### config.mk
export PLATFORM = sky130hd
export DESIGN_NAME = pc_next_unit
export DESIGN_NICKNAME = d
export VERILOG_FILES = /design/src/rtl/pc_next_unit.sv
export SDC_FILE = /design/constraint.sdc
export NUM_CORES = 1
export LEC_CHECK = 0
export ABC_AREA = 1
export BUFFER_PORTS_ARGS = -buffer_cell sky130_fd_sc_hd__buf_2
export CORE_MARGIN = 5
export CORE_UTILIZATION = 50
export DETAILED_ROUTE_END_ITERATION = 8
export GPL_ROUTABILITY_DRIVEN = 0
export GPL_TIMING_DRIVEN = 0
export PLACE_DENSITY_LB_ADDON = 0.12
export SLEW_MARGIN = 10
export SYNTH_ARGS = -nofsm -noshare
export SYNTH_HDL_FRONTEND = slang
export SYNTH_SLANG_ARGS = --single-unit
### constraint.sdc
create_clock -name clk -period 2.1 [get_ports clk]
set_input_delay 0.21 -clock clk [delete_from_list [all_inputs] [get_ports clk]]
set_output_delay 0.21 -clock clk [all_outputs]
set_load 0.005 [all_outputs]
### src/rtl/pc_next_unit.sv
// Next-PC selection and PC register with a one-entry buffer for redirects that arrive during a stall.
// Optional build macro PC_ALIGN_CHECK_EN turns misaligned redirect targets into a jump to EXC_VEC.
module pc_next_unit #(
   parameter int               WIDTH    = 32,
   parameter logic [WIDTH-1:0] RESET_PC = WIDTH'(32'h0000_3000),
   parameter logic [WIDTH-1:0] EXC_VEC  = WIDTH'(32'h0000_4180)
) (
   input  logic             clk,
   input  logic             rst_n,
   input  logic             stall,
   input  logic             br_taken,
   input  logic [WIDTH-1:0] br_target,
   input  logic             jump,
   input  logic [WIDTH-1:0] j_target,
   input  logic             jreg,
   input  logic [WIDTH-1:0] jr_target,
   input  logic             exc,
   input  logic             eret,
   input  logic [WIDTH-1:0] epc,
   output logic [WIDTH-1:0] pc,
   output logic [2:0]       pc_op,
   output logic             pend_v,
   output logic             misalign
);

   typedef enum logic [2:0] {
      OP_SEQ  = 3'b000,
      OP_BR   = 3'b001,
      OP_JMP  = 3'b010,
      OP_JR   = 3'b011,
      OP_EXC  = 3'b100,
      OP_ERET = 3'b101,
      OP_PEND = 3'b110
   } pc_op_e;

   logic [WIDTH-1:0] pc_q, pc_d;
   logic [WIDTH-1:0] pend_q, pend_d;
   logic             pend_v_q, pend_v_d;
   logic [WIDTH-1:0] redirTgt;
   logic [WIDTH-1:0] loadTgt;
   logic [WIDTH-1:0] pcSeq;
   pc_op_e           redirOp;
   pc_op_e           op;
   logic             tgtLoad;

   always_comb begin
      redirOp  = OP_SEQ;
      redirTgt = '0;
      if (br_taken) begin
         redirOp  = OP_BR;
         redirTgt = br_target;
      end else if (jump) begin
         redirOp  = OP_JMP;
         redirTgt = j_target;
      end else if (jreg) begin
         redirOp  = OP_JR;
         redirTgt = jr_target;
      end
   end

   // During a stall only a redirect that is actually being buffered shows its code.
   always_comb begin
      op = OP_SEQ;
      if (exc)
         op = OP_EXC;
      else if (eret)
         op = OP_ERET;
      else if (pend_v_q && !stall)
         op = OP_PEND;
      else if (stall)
         op = pend_v_q ? OP_SEQ : redirOp;
      else
         op = redirOp;
   end

   assign pcSeq   = pc_q + WIDTH'(4);
   assign loadTgt = (op == OP_PEND) ? pend_q : redirTgt;
   assign tgtLoad = !stall && (op == OP_BR || op == OP_JMP || op == OP_JR || op == OP_PEND);

   always_comb begin
      pc_d     = pc_q;
      pend_d   = pend_q;
      pend_v_d = pend_v_q;
      if (op == OP_EXC || op == OP_ERET) begin
         pc_d     = (op == OP_EXC) ? EXC_VEC : epc;
         pend_v_d = 1'b0;
      end else if (tgtLoad) begin
         pc_d     = loadTgt;
         pend_v_d = 1'b0;
      end else if (stall) begin
         if (!pend_v_q && redirOp != OP_SEQ) begin
            pend_d   = redirTgt;
            pend_v_d = 1'b1;
         end
      end else begin
         pc_d = pcSeq;
      end
`ifdef PC_ALIGN_CHECK_EN
      if (tgtLoad && (loadTgt[1:0] != 2'b00))
         pc_d = EXC_VEC;
`endif
   end

   always_ff @(posedge clk or negedge rst_n) begin
      if (!rst_n) begin
         pc_q     <= RESET_PC;
         pend_q   <= '0;
         pend_v_q <= 1'b0;
      end else begin
         pc_q     <= pc_d;
         pend_q   <= pend_d;
         pend_v_q <= pend_v_d;
      end
   end

`ifdef PC_ALIGN_CHECK_EN
   logic misalign_q;

   // Raised only on the edge that diverts a misaligned target, so it lasts one cycle.
   always_ff @(posedge clk or negedge rst_n) begin
      if (!rst_n)
         misalign_q <= 1'b0;
      else
         misalign_q <= tgtLoad && (loadTgt[1:0] != 2'b00);
   end

   assign misalign = misalign_q;
`else
   assign misalign = 1'b0;
`endif

   assign pc     = pc_q;
   assign pc_op  = op;
   assign pend_v = pend_v_q;

endmodule

==> out/metrics.yaml <==
status: "completed"
grt_overflow: 0
synth_simple_gate_area_share_pct: 46.0
ys_ff_latch: 65
hold_path_class: "input port to flop"
crit_path_max_fanout: 5
drc: 0
antenna_found_initial: 0
tightest_slew_ns: 0.589
wl_um: 17100
avgSynthCellArea_um2: 5.94
dpl.hpwl_um: 13600
synth_nets: 996
drive_gt1_share_pct: 23.3
peakVddDrop_mv: 0.250
crit_type: "flop to flop"
die_h_um: 111
finish.utilization_pct: 64.2
via_per_inst: 5.04
report.final.slew_viol_count: 0
synth_area_leaders: "dfrtp_1 (31%), nand2_1 (30%), nand3_1 (6.3%), nor2_1 (6.0%), a21oi_1 (5.3%)"
fin_crit_ns: 1.91
coreArea_um2: 9860
required_ns: 2.36
maxClockFrequency_mhz: 524
yosysMostFrequentCell: "nand2_1"
synthArstFlopShare_pct: 100
numClockSinks: 65
fp-row-count: 36
post-route-period-util_pct: 90.9
crit_path_end_kind: "flop"
area_delta_synth_final_pct: 24.1
yosys-top-cells-count: "nand2_1 (401), nor2_1 (81), nand3_1 (64), dfrtp_1 (63), inv_1 (59)"
netlist_area_um2: 5100
cts_setup_buffers: 0
final_antenna_net_count: 0
boundaryPins: 173
drt_first_pass_iters: 5
cts_buffer_depth: 2
synth_top_area_cell: "dfrtp_1"
cts_root_buf: "clkbuf_8"
grt_pass1_vias: 5627
worst-endpoint-arrival_ns: 2.17
dp.cells: 1162
setup_viol: 0
routed-via-count: 5944
power_density_nw_per_um2: 576
drv_cap: 0
synth_edf_count: 0
seq_area_frac_synth_pct: 31.9
cts_inserted_buffers: 9
r2r_slack_ns: 0.19
grt_pass1_wl_um: 27100
start_util_pct: 51.7
synthFlopType: "dfrtp_1"
path_clk_slew_ns: 0.07
cp-start-kind: "flop"
synth_top_family_by_area: "simple AND/OR/NAND/NOR gates"
p_leak_nw: 3.48
yosysUniqueCellTypes: 33
synthMuxAreaShare_pct: 0
final_nets: 1178
final_cells: 1179
cts_max_level: 3
cts_tree: "built"
hold_ws_ns: 0.0594
ys_warn_count: 0
synth_cells: 859
grt_setup_unrepaired: "no"
nFillCells: 1007
finalClockSkew_ns: 0.0133
drt_iter0_markers: 365
synth_top_area_share_pct: 30.9
synth-adder-area-share_pct: 0.245
clkLatencyLatePin_ns: 0.36
port_buffers: 169
slew_headroom_pct: 60.8
grt_max_degree: 51
timing.final.ws_setup_ns: 0.191
hold_viol: 0
dp_slack_ns: 0.236
wl_per_cell_um: 14.5
grt_usage_pct: 27.2
synth_compound_area_share_pct: 9.44
n_antenna_cell: 0
setup_tns_ns: 0
dieArea_um2: 12300
synth_xor_area_share_pct: 2.92
dieWidth_um: 111
==> layer usage <==
metal	wire, um	global-route usage (%)
met1	7250	35.1
met2	7880	45.3
met3	1540	6.00
met4	437	8.62
met5	0	0
==> cells by family after synthesis <==
kind of cell,Yosys count
xor+xnor,17
simple gates,575
other cells,1
fa+ha+maj,1
buf+inv,111
compound gates,89
flops,65
==> layout make-up <==
cell class	count	area, um^2	share of cell area [%]
inverters	73	274	4.33
flip-flops and latches	65	1630	25.7
repair buffers	171	886	14.0
plain buffers	38	204	3.22
well taps	133	166	2.63
multi-input cells	683	3000	47.3
clock buffers	12	145	2.29
clock inverters	4	28.8	0.455
==> flip-flops by register name, summed over array words and instances (netlist names) <==
| signal | count |
|---|---|
| pc | 32 |
| pend_q | 32 |
| pend_v | 1 |
==> repair_timing <==
action / CTS / global route
endpoints found under the hold margin: 15 / 0
resized for setup: 0 / 1
hold buffers: 1 / 0
endpoints found under the setup margin: 0 / 1
==> final timing paths <==
path                            from         to  cells past startpoint
max in group asynchronous      rst_n     pc[13]                      3
min in group asynchronous      rst_n     pc[18]                      2
min reg2reg                pend_q[9]  pend_q[9]                      2
min                           epc[0]      pc[0]                      3
max                            pc[2]     pc[22]                     12
max reg2reg                    pc[2]     pc[22]                     12
==> placed cells by master, fill, tap and decap left out, drive strengths merged, types with 5 or more instances in the layout <==
master  instances
a21oi          55
nand3          65
o21a            5
xor2           13
buf           194
nand2         402
or2            14
inv            73
nor2           86
dfrtp          63
o21ai          24
clkbuf         26
==> power by group <==
group / total [mW] / internal (mW) / switching, mW / leakage, nW
sequential: 1.64 / 1.46 / 0.178 / 0.808
combinational: 1.01 / 0.418 / 0.593 / 2.59
clock: 0.995 / 0.461 / 0.534 / 0.0826
total: 3.65 / 2.34 / 1.30 / 3.48
==> metrics by stage <==
stage | instance area (um^2) | total power, mW
2_1_floorplan | 5100 | 2.22
3_3_place_gp | 6110 | 2.63
3_5_place_dp | 6140 | 2.66
4_1_cts | 6330 | 3.64
5_1_grt | 6330 | 3.85
6_report | 6330 | 3.65
==> critical path, cell delays in order, from the launching register on <==
cell and delay [ns]:
dfrtp_1 0.41, ha_1 0.21, nand3_1 0.21, inv_2 0.12
nand2_1 0.16, nor2_1 0.29, nand2_1 0.09, nand2_1 0.07
nand2_1 0.04, nand2_1 0.06, nand3_1 0.06, nand2_1 0.06
inv_1 0.03
Note: power is estimated with default switching activity, not from simulation.
